### src/rtl/imem_loader.sv
// imem_loader: boot-time instruction-memory writer.
// Takes a length-prefixed byte stream of the form LEN_HI, LEN_LO, then 4*N data
// bytes. Each group of four bytes is packed MSB-first into a 32-bit word. Words are
// written at word addresses BASE, BASE+1, ...
// Optional feature: define IMEM_LOADER_CHECKSUM_EN to consume a trailing XOR
// checksum byte (CHK state) that raises err on mismatch.
//
// Handshake: a byte transfers on a rising edge where in_valid && in_ready.
// in_ready depends only on the current state. It never depends on in_valid.
// The source may hold in_valid low for any number of cycles; there is no timeout.
module imem_loader #(
   parameter int AW   = 11,
   parameter int BASE = 0
) (
   input  logic          clk,
   input  logic          reset,
   input  logic          start,
   input  logic [7:0]    in_data,
   input  logic          in_valid,
   output logic          in_ready,
   output logic          imem_we,
   output logic [AW-1:0] imem_wa,
   output logic [31:0]   imem_wd,
   output logic          busy,
   output logic          done,
   output logic          err,
   output logic [AW:0]   words_loaded,
   output logic [2:0]    state_dbg
);

   typedef enum logic [2:0] {
      S_IDLE   = 3'd0,
      S_LEN_HI = 3'd1,
      S_LEN_LO = 3'd2,
      S_DATA   = 3'd3,
      S_WRITE  = 3'd4,
      S_CHK    = 3'd5,
      S_DONE   = 3'd6
   } state_t;

   // Largest word count that fits between BASE and the top of the memory.
   localparam int unsigned MAX_WORDS = (1 << AW) - BASE;

   state_t      state;
   logic [15:0] len_q;      // word count N of the current load
   logic [1:0]  byte_cnt;   // data bytes already collected for the current word
   logic [23:0] asm_q;      // first three bytes of the word being assembled
`ifdef IMEM_LOADER_CHECKSUM_EN
   logic [7:0]  csum_q;     // running XOR of all data bytes
`endif

   logic        take;
   logic [15:0] len_n;
   logic [AW:0] wl_next;

   assign take    = in_valid && in_ready;
   assign len_n   = {len_q[15:8], in_data};
   assign wl_next = words_loaded + 1'b1;

   // State decodes: ready in byte-accepting states, busy outside IDLE/DONE.
   always_comb begin
      in_ready = 1'b0;
      case (state)
         S_LEN_HI, S_LEN_LO, S_DATA, S_CHK: in_ready = 1'b1;
         default:                           in_ready = 1'b0;
      endcase
      busy      = (state != S_IDLE) && (state != S_DONE);
      state_dbg = state;
   end

   // Load sequencer. All outputs are registered. imem_we is a one-cycle pulse.
   always_ff @(posedge clk) begin
      if (reset) begin
         state        <= S_IDLE;
         len_q        <= '0;
         byte_cnt     <= '0;
         asm_q        <= '0;
         imem_we      <= 1'b0;
         imem_wa      <= '0;
         imem_wd      <= '0;
         done         <= 1'b0;
         err          <= 1'b0;
         words_loaded <= '0;
`ifdef IMEM_LOADER_CHECKSUM_EN
         csum_q       <= '0;
`endif
      end else begin
         imem_we <= 1'b0;
         case (state)
            S_IDLE, S_DONE: begin
               if (start) begin
                  state        <= S_LEN_HI;
                  done         <= 1'b0;
                  err          <= 1'b0;
                  words_loaded <= '0;
                  byte_cnt     <= '0;
                  asm_q        <= '0;
`ifdef IMEM_LOADER_CHECKSUM_EN
                  csum_q       <= '0;
`endif
               end
            end
            S_LEN_HI: begin
               if (take) begin
                  len_q[15:8] <= in_data;
                  state       <= S_LEN_LO;
               end
            end
            S_LEN_LO: begin
               if (take) begin
                  len_q[7:0] <= in_data;
                  if (len_n == 16'd0) begin
`ifdef IMEM_LOADER_CHECKSUM_EN
                     state <= S_CHK;
`else
                     state <= S_DONE;
                     done  <= 1'b1;
`endif
                  end else if ({16'd0, len_n} > MAX_WORDS) begin
                     // The load would run past the top of memory. Reject it before any write.
                     state <= S_DONE;
                     err   <= 1'b1;
                     done  <= 1'b1;
                  end else begin
                     state <= S_DATA;
                  end
               end
            end
            S_DATA: begin
               if (take) begin
                  asm_q    <= {asm_q[15:0], in_data};
                  byte_cnt <= byte_cnt + 2'd1;
`ifdef IMEM_LOADER_CHECKSUM_EN
                  csum_q   <= csum_q ^ in_data;
`endif
                  if (byte_cnt == 2'd3) begin
                     imem_we <= 1'b1;
                     imem_wa <= AW'(BASE) + words_loaded[AW-1:0];
                     imem_wd <= {asm_q, in_data};
                     state   <= S_WRITE;
                  end
               end
            end
            S_WRITE: begin
               words_loaded <= wl_next;
               if (32'(wl_next) == 32'(len_q)) begin
`ifdef IMEM_LOADER_CHECKSUM_EN
                  state <= S_CHK;
`else
                  state <= S_DONE;
                  done  <= 1'b1;
`endif
               end else begin
                  state <= S_DATA;
               end
            end
`ifdef IMEM_LOADER_CHECKSUM_EN
            S_CHK: begin
               if (take) begin
                  err   <= (in_data != csum_q);
                  done  <= 1'b1;
                  state <= S_DONE;
               end
            end
`endif
            default: state <= S_IDLE;
         endcase
      end
   end

endmodule

### config.mk
export PLATFORM = sky130hd
export DESIGN_NAME = imem_loader
export DESIGN_NICKNAME = d
export VERILOG_FILES = /design/src/rtl/imem_loader.sv
export SDC_FILE = /design/constraint.sdc
export NUM_CORES = 1
export LEC_CHECK = 0
export CORE_UTILIZATION = 40
export CTS_CLUSTER_DIAMETER = 120
export DETAILED_ROUTE_END_ITERATION = 8
export HOLD_SLACK_MARGIN = 0.1
export SYNTH_ARGS = -nofsm -noshare
export SYNTH_HDL_FRONTEND = slang
export SYNTH_SLANG_ARGS = --single-unit
### constraint.sdc
create_clock -name clk -period 7.19 [get_ports clk]
set_clock_uncertainty 0.15 [all_clocks]
set_input_delay 1.438 -clock clk [delete_from_list [all_inputs] [get_ports clk]]
set_output_delay 1.438 -clock clk [all_outputs]
set_load 0.005 [all_outputs]
# [Yosys cells after proc, flatten, opt, wreduce, memory -nomap -nowiden]
# Cells that the tools add are included.
[word_totals] n_memories=0 romBits=0 latchBits=0 mem_bits_rw=0 register_bits=103 out_inout_bits=63
[op_classes] multipliers=0 n_lt_le_gt_ge=1 reduce_logical=20 div=0 mux=28 bitwise=2 eq_ne=18 n_shift=0 n_addsub=2
[op_table] op="2-to-1 mux 24 bit" count=2
[op_table] op="one-hot mux 24 bit (2 select lines)" count=1
[op_table] op="2-to-1 mux 3 bit" count=8
[op_table] op="one-hot mux 12 bit (2 select lines)" count=1
[op_table] op="== test 12 x 16 -> 1 bit" count=1
[op_table] op="greater-than comparator 16 x 12 -> 1 bit (second input constant)" count=1
[op_table] op="zero test 16 bit" count=1
[op_table] op="inequality test 2 bit (second input constant)" count=8
[op_table] op="one-hot mux 3 bit (5 select lines)" count=1
[op_table] op="AND reduction 5 bit" count=3
[op_table] op="adder 12 x 1 -> 12 bit (second input constant)" count=1
[op_table] op="2-to-1 mux 12 bit" count=1
[op_table] op="== test 3 bit (second input constant)" count=3
[op_table] op="2-to-1 mux 1 bit" count=9
[op_table] op="== test 3 x 2 -> 1 bit (second input constant)" count=2
[op_table] op="inequality test 3 bit (second input constant)" count=2
[op_table] op="AND reduction 2 bit" count=3
[op_table] op="AND reduction 3 bit" count=2
[op_table] op="nonzero test 2 bit" count=3
[op_table] op="nonzero test 3 bit" count=2
[op_table] op="2-to-1 mux 2 bit" count=2
[op_table] op="one-hot mux 2 bit (2 select lines)" count=1
[op_table] op="OR reduction 4 bit" count=1
[op_table] op="== test 3 x 1 -> 1 bit (second input constant)" count=1
[op_table] op="9 further kinds" count=11

# [Depth between registers and ports, before layout]
[depth] ltp_word=6 ltp_mapped=10

# [Least setup slack after synthesis]
# Ideal clock, no wire load.
[synth_timing] kind="input to register" startpoint="input in_data[3]" endpoint="register state[2] (netlist: state_dbg[2])" setup_ps=88 path_stages=6 setup_slack_ps=4408 t_arrival_ps=2544 t_required_ps=6952 cell_sequence="nor4_1 nand3_1 xnor2_1 nor3_1 o32a_1 o32ai_2"
[synth_between] elab_chain_len=5
[synth_rtl] item="start, declared" line_no="18" rtl="input logic [7:0] in_data,"
[synth_rtl] item="greater-than comparator 16 x 12 -> 1 bit" line_no="119" rtl="end else if ({16'd0, len_n} > MAX_WORDS) begin"
[synth_rtl] item="2-to-1 mux 3 bit" line_no="119"
[synth_rtl] item="2-to-1 mux 3 bit *" line_no="112" rtl="if (len_n == 16'd0) begin"
[synth_rtl] item="2-to-1 mux 3 bit *" line_no="110" rtl="if (take) begin"
[synth_rtl] item="one-hot mux 3 bit (5 select lines) *" line_no="89" rtl="case (state)"
[synth_rtl] item="end signal, assigned" line_no="92" rtl="state <= S_LEN_HI;"
[synth_rtl] item="end signal, assigned" line_no="116" rtl="state <= S_DONE;"
[synth_rtl] item="end signal, assigned" line_no="121" rtl="state <= S_DONE;"
[synth_rtl] item="end, declared" line_no="44" rtl="state_t state;"
# Mark *: on every way between the ends. The rest lies on a longest branch, timed or not. The select of a mux whose other input is x is not followed.
# A chain may end at the register's enable or synchronous reset.

# [Final worst setup path]
[layout_timing] startpoint="register state[1] (netlist: state_dbg[1])" endpoint="output busy"
[layout_between] elab_chain_len=2
[layout_rtl] item="start signal, assigned" line_no="74" rtl="state <= S_IDLE;"
[layout_rtl] item="start signal, assigned" line_no="92"
[layout_rtl] item="start signal, assigned" line_no="106" rtl="state <= S_LEN_LO;"
[layout_rtl] item="inequality test 3 bit or nonzero test 3 bit (tied branches)" line_no="67" rtl="busy = (state != S_IDLE) && (state != S_DONE);"
[layout_rtl] item="logical AND 1 bit *" line_no="67"
[layout_rtl] item="end, declared" line_no="24" rtl="output logic busy,"
# Mark *: on every way between the ends. The rest lies on a longest branch, timed or not.

==> metrics.cfg <==
[timing]
maxSlewHeadroom_pct=26.63
worstMarginPinSlew_ps=1100
setup-tns-final_ps=0
fin_crit_sh_pct=49.39
drv_slew=0
max_freq_mhz=281.6
grt_setup_unrepaired=false
finalHoldViolations=0
setup_viol=0
period_needed_ps=3551

[die]
io_pins=75
start_util_pct=41.66
die_width_um=106.2
die_y_um=106.2
rows=37
core_area_um2=10420
die_area_um2=11270

[layout]
instances_no_fill=753
multi_input_area_um2=2088
drive_gt1_share_pct=5.024
nets=626
nFillCells=1049
area_growth_pct=22.00
num_antenna_cells=0
register_area_um2=2062

[critical_path]
required_ps=5600
start_kind=register
crit_buf_inv=2
cpLargestDelayFamily=flip-flops
path_class=reg2out
endpoint_kind=output port
cp_num_cells=4
r2r_slack_ps=3800
path_cells=xor2_1 > nor2_1 > inv_1 > clkdlybuf4s50_1
reg2regPathDepth=6
crit_fanout=17
crit_arrival_ps=1960
critical-path-max-stage-delay_ps=670
cp_slowest_cell=dfxtp_1

[global_route]
grt_max_degree=106
antenna_found_initial=0
grt_first_pass_wirelength_mm=18.35
grtUsageTotal_pct=20.41
first_global_vias=3707
grt-ovfl-total=0

[power]
max-vdd-ir-drop_mv=0.1058
p_switching_w=0.0003404
p_comb_share_pct=15.6
leakage_nw=1.702
p_int_w=0.0008128
p_clk_share_pct=32.0
powerDensity_nw_per_um2=217.8
p_sw_share_pct=29.52
pwr-share-seq_pct=52.4

[logic_synthesis]
syn_inst=565
synth_top_area_cell=dfxtp_1
syn_nets=579
synth.most_common_cell=nand2_1
synth_cell_types=50
synth_edf_count=0
synth_top_flop_cell=dfxtp_1
yosysSeqAreaShare_pct=47.52
synth_common_cells=nand2_1 (156), a21oi_1 (107), dfxtp_1 (103)
synthTopCellsByArea=dfxtp_1 (48%), nand2_1 (13%), a21oi_1 (12%)
async_reset_ff_share_pct=0
yosysTopAreaCellShare_pct=47.52
postSynthAreaPerCell_um2=7.680
ys_ff_latch=103
yosysWarningCount=0
syn-cell-area_um2=4339

[flow_run]
cap_violations=0

[placed_design]
io_buffer_count=74
dp.cells=737
gp_congestion=0.8174
dp_hpwl_mm=7.280

[clock_network]
clk_pin_slew_worst_paths_ps=100
clk_path_buf_depth=2
ctsHoldBuffers=0
postCtsSetupBuffers=0
htreeDepth=3
cts_made_buffers=9
cts_num_sinks=103
ctsResizeCount=0
cts_root_buffer=clkbuf_8
cts_tree=built
clk_latency_ps=370

[detailed_routing]
drtIter0Drc=220
wl_met1_mm=5.003
wl_met2_mm=5.222
wl_per_cell_um=14.33
route.vias.total=3978
dr.pass1.iters=4
routed_wl_mm=10.79
avgViaCountPerCell=5.283
drcViolationCount=0
top_layer_used=met4
ant_nets=0
wl_met3_um=363

[min_path]
whs_path_depth=2
min_path_type=reg2reg

[run_status]
status=complete, no violations

## sequential cells by signal, summed over array words and instances, names as in the netlist
signal	count
imem_wa	11
byte_cnt	2
err	1
asm_q	24
len_q	16
imem_wd	32
words_loaded	12
done	1
imem_we	1
state_dbg	3
## cell usage in the layout (no fill, tap or decap), drive strengths merged, types with 3 or more instances in the layout
cell type / instances
dfxtp: 103
o21ai: 10
buf: 4
xnor2: 12
xor2: 4
nor2b: 4
nand3b: 3
or4: 5
clkdlybuf4s50: 73
nand3: 34
clkbuf: 9
and2: 3
a21oi: 107
nand4: 3
nor2: 31
nor4: 4
inv: 7
nor3: 5
clkinv: 3
nand2: 156
and3: 4
## per-stage QoR
stage	hold slack, ps	utilization [%]	worst slack (ps)	total power (W)	instance area, um^2
final	307.2	50.82	3639	0.001153	5294
after global routing	325.5	50.82	3445	0.001210	5294
after CTS	309.8	50.82	3637	0.001164	5294
after global placement	290.9	48.96	3588	0.0007939	5100
after detailed placement	295.9	48.96	3572	0.0007968	5100
after floorplan	280.8	-	4408	0.0007382	4339
## final timing paths
kind | startpoint | end
min reg2reg | imem_wd[12]$_SDFFE_PP0P_ | imem_wd[12]$_SDFFE_PP0P_
max reg2reg | state_dbg[1]$_SDFFE_PP0P_ | imem_wd[7]$_SDFFE_PP0P_
min | imem_wd[12]$_SDFFE_PP0P_ | imem_wd[12]$_SDFFE_PP0P_
max | state_dbg[1]$_SDFFE_PP0P_ | busy
## area by class of cell
type	instances	area share, %
Tap cell	136	3.214
Clock buffer	9	2.340
Sequential cell	103	38.95
Inverter	5	0.3545
Timing Repair Buffer	77	14.37
Clock inverter	7	1.324
Multi-Input combinational cell	416	39.45
## worst min-delay path, cell delays in order, from the launching register on
cell,delay [ps]
dfxtp_1,320
nand2_1,50
a21oi_1,50
## layer usage
| metal | track usage, % | up-vias |
|---|---|---|
| met4 | 8.829 | 0 |
| met5 | 0 | - |
| met1 | 26.43 | 1878 |
| li1 | - | 2006 |
| met3 | 2.943 | 16 |
| met2 | 33.77 | 78 |
## cells by family (layout without fill, tap and decap cells)
kind of cell / Yosys count / in the layout / share of synthesized area (%)
buffers and inverters: 46 / 98 / 4.354
adders and majority gates: 2 / 2 / 0.5766
AOI/OAI and AO/OA: 138 / 138 / 17.85
DFF: 103 / 103 / 47.52
xor gates and xnor gates: 16 / 16 / 3.229
and+or+nand+nor: 260 / 260 / 26.47
## power by group through the flow
stage / clock network, W / registers [W] / logic [W]
floorplan: 0 / 0.000605 / 0.000133
finish: 0.000369 / 0.000604 / 0.000180
CTS: 0.000380 / 0.000604 / 0.000180
detailed placement: 0 / 0.000617 / 0.000180
global placement: 0 / 0.000616 / 0.000177
global route: 0.000402 / 0.000607 / 0.000201
Note: power is estimated with default switching activity, not from simulation.
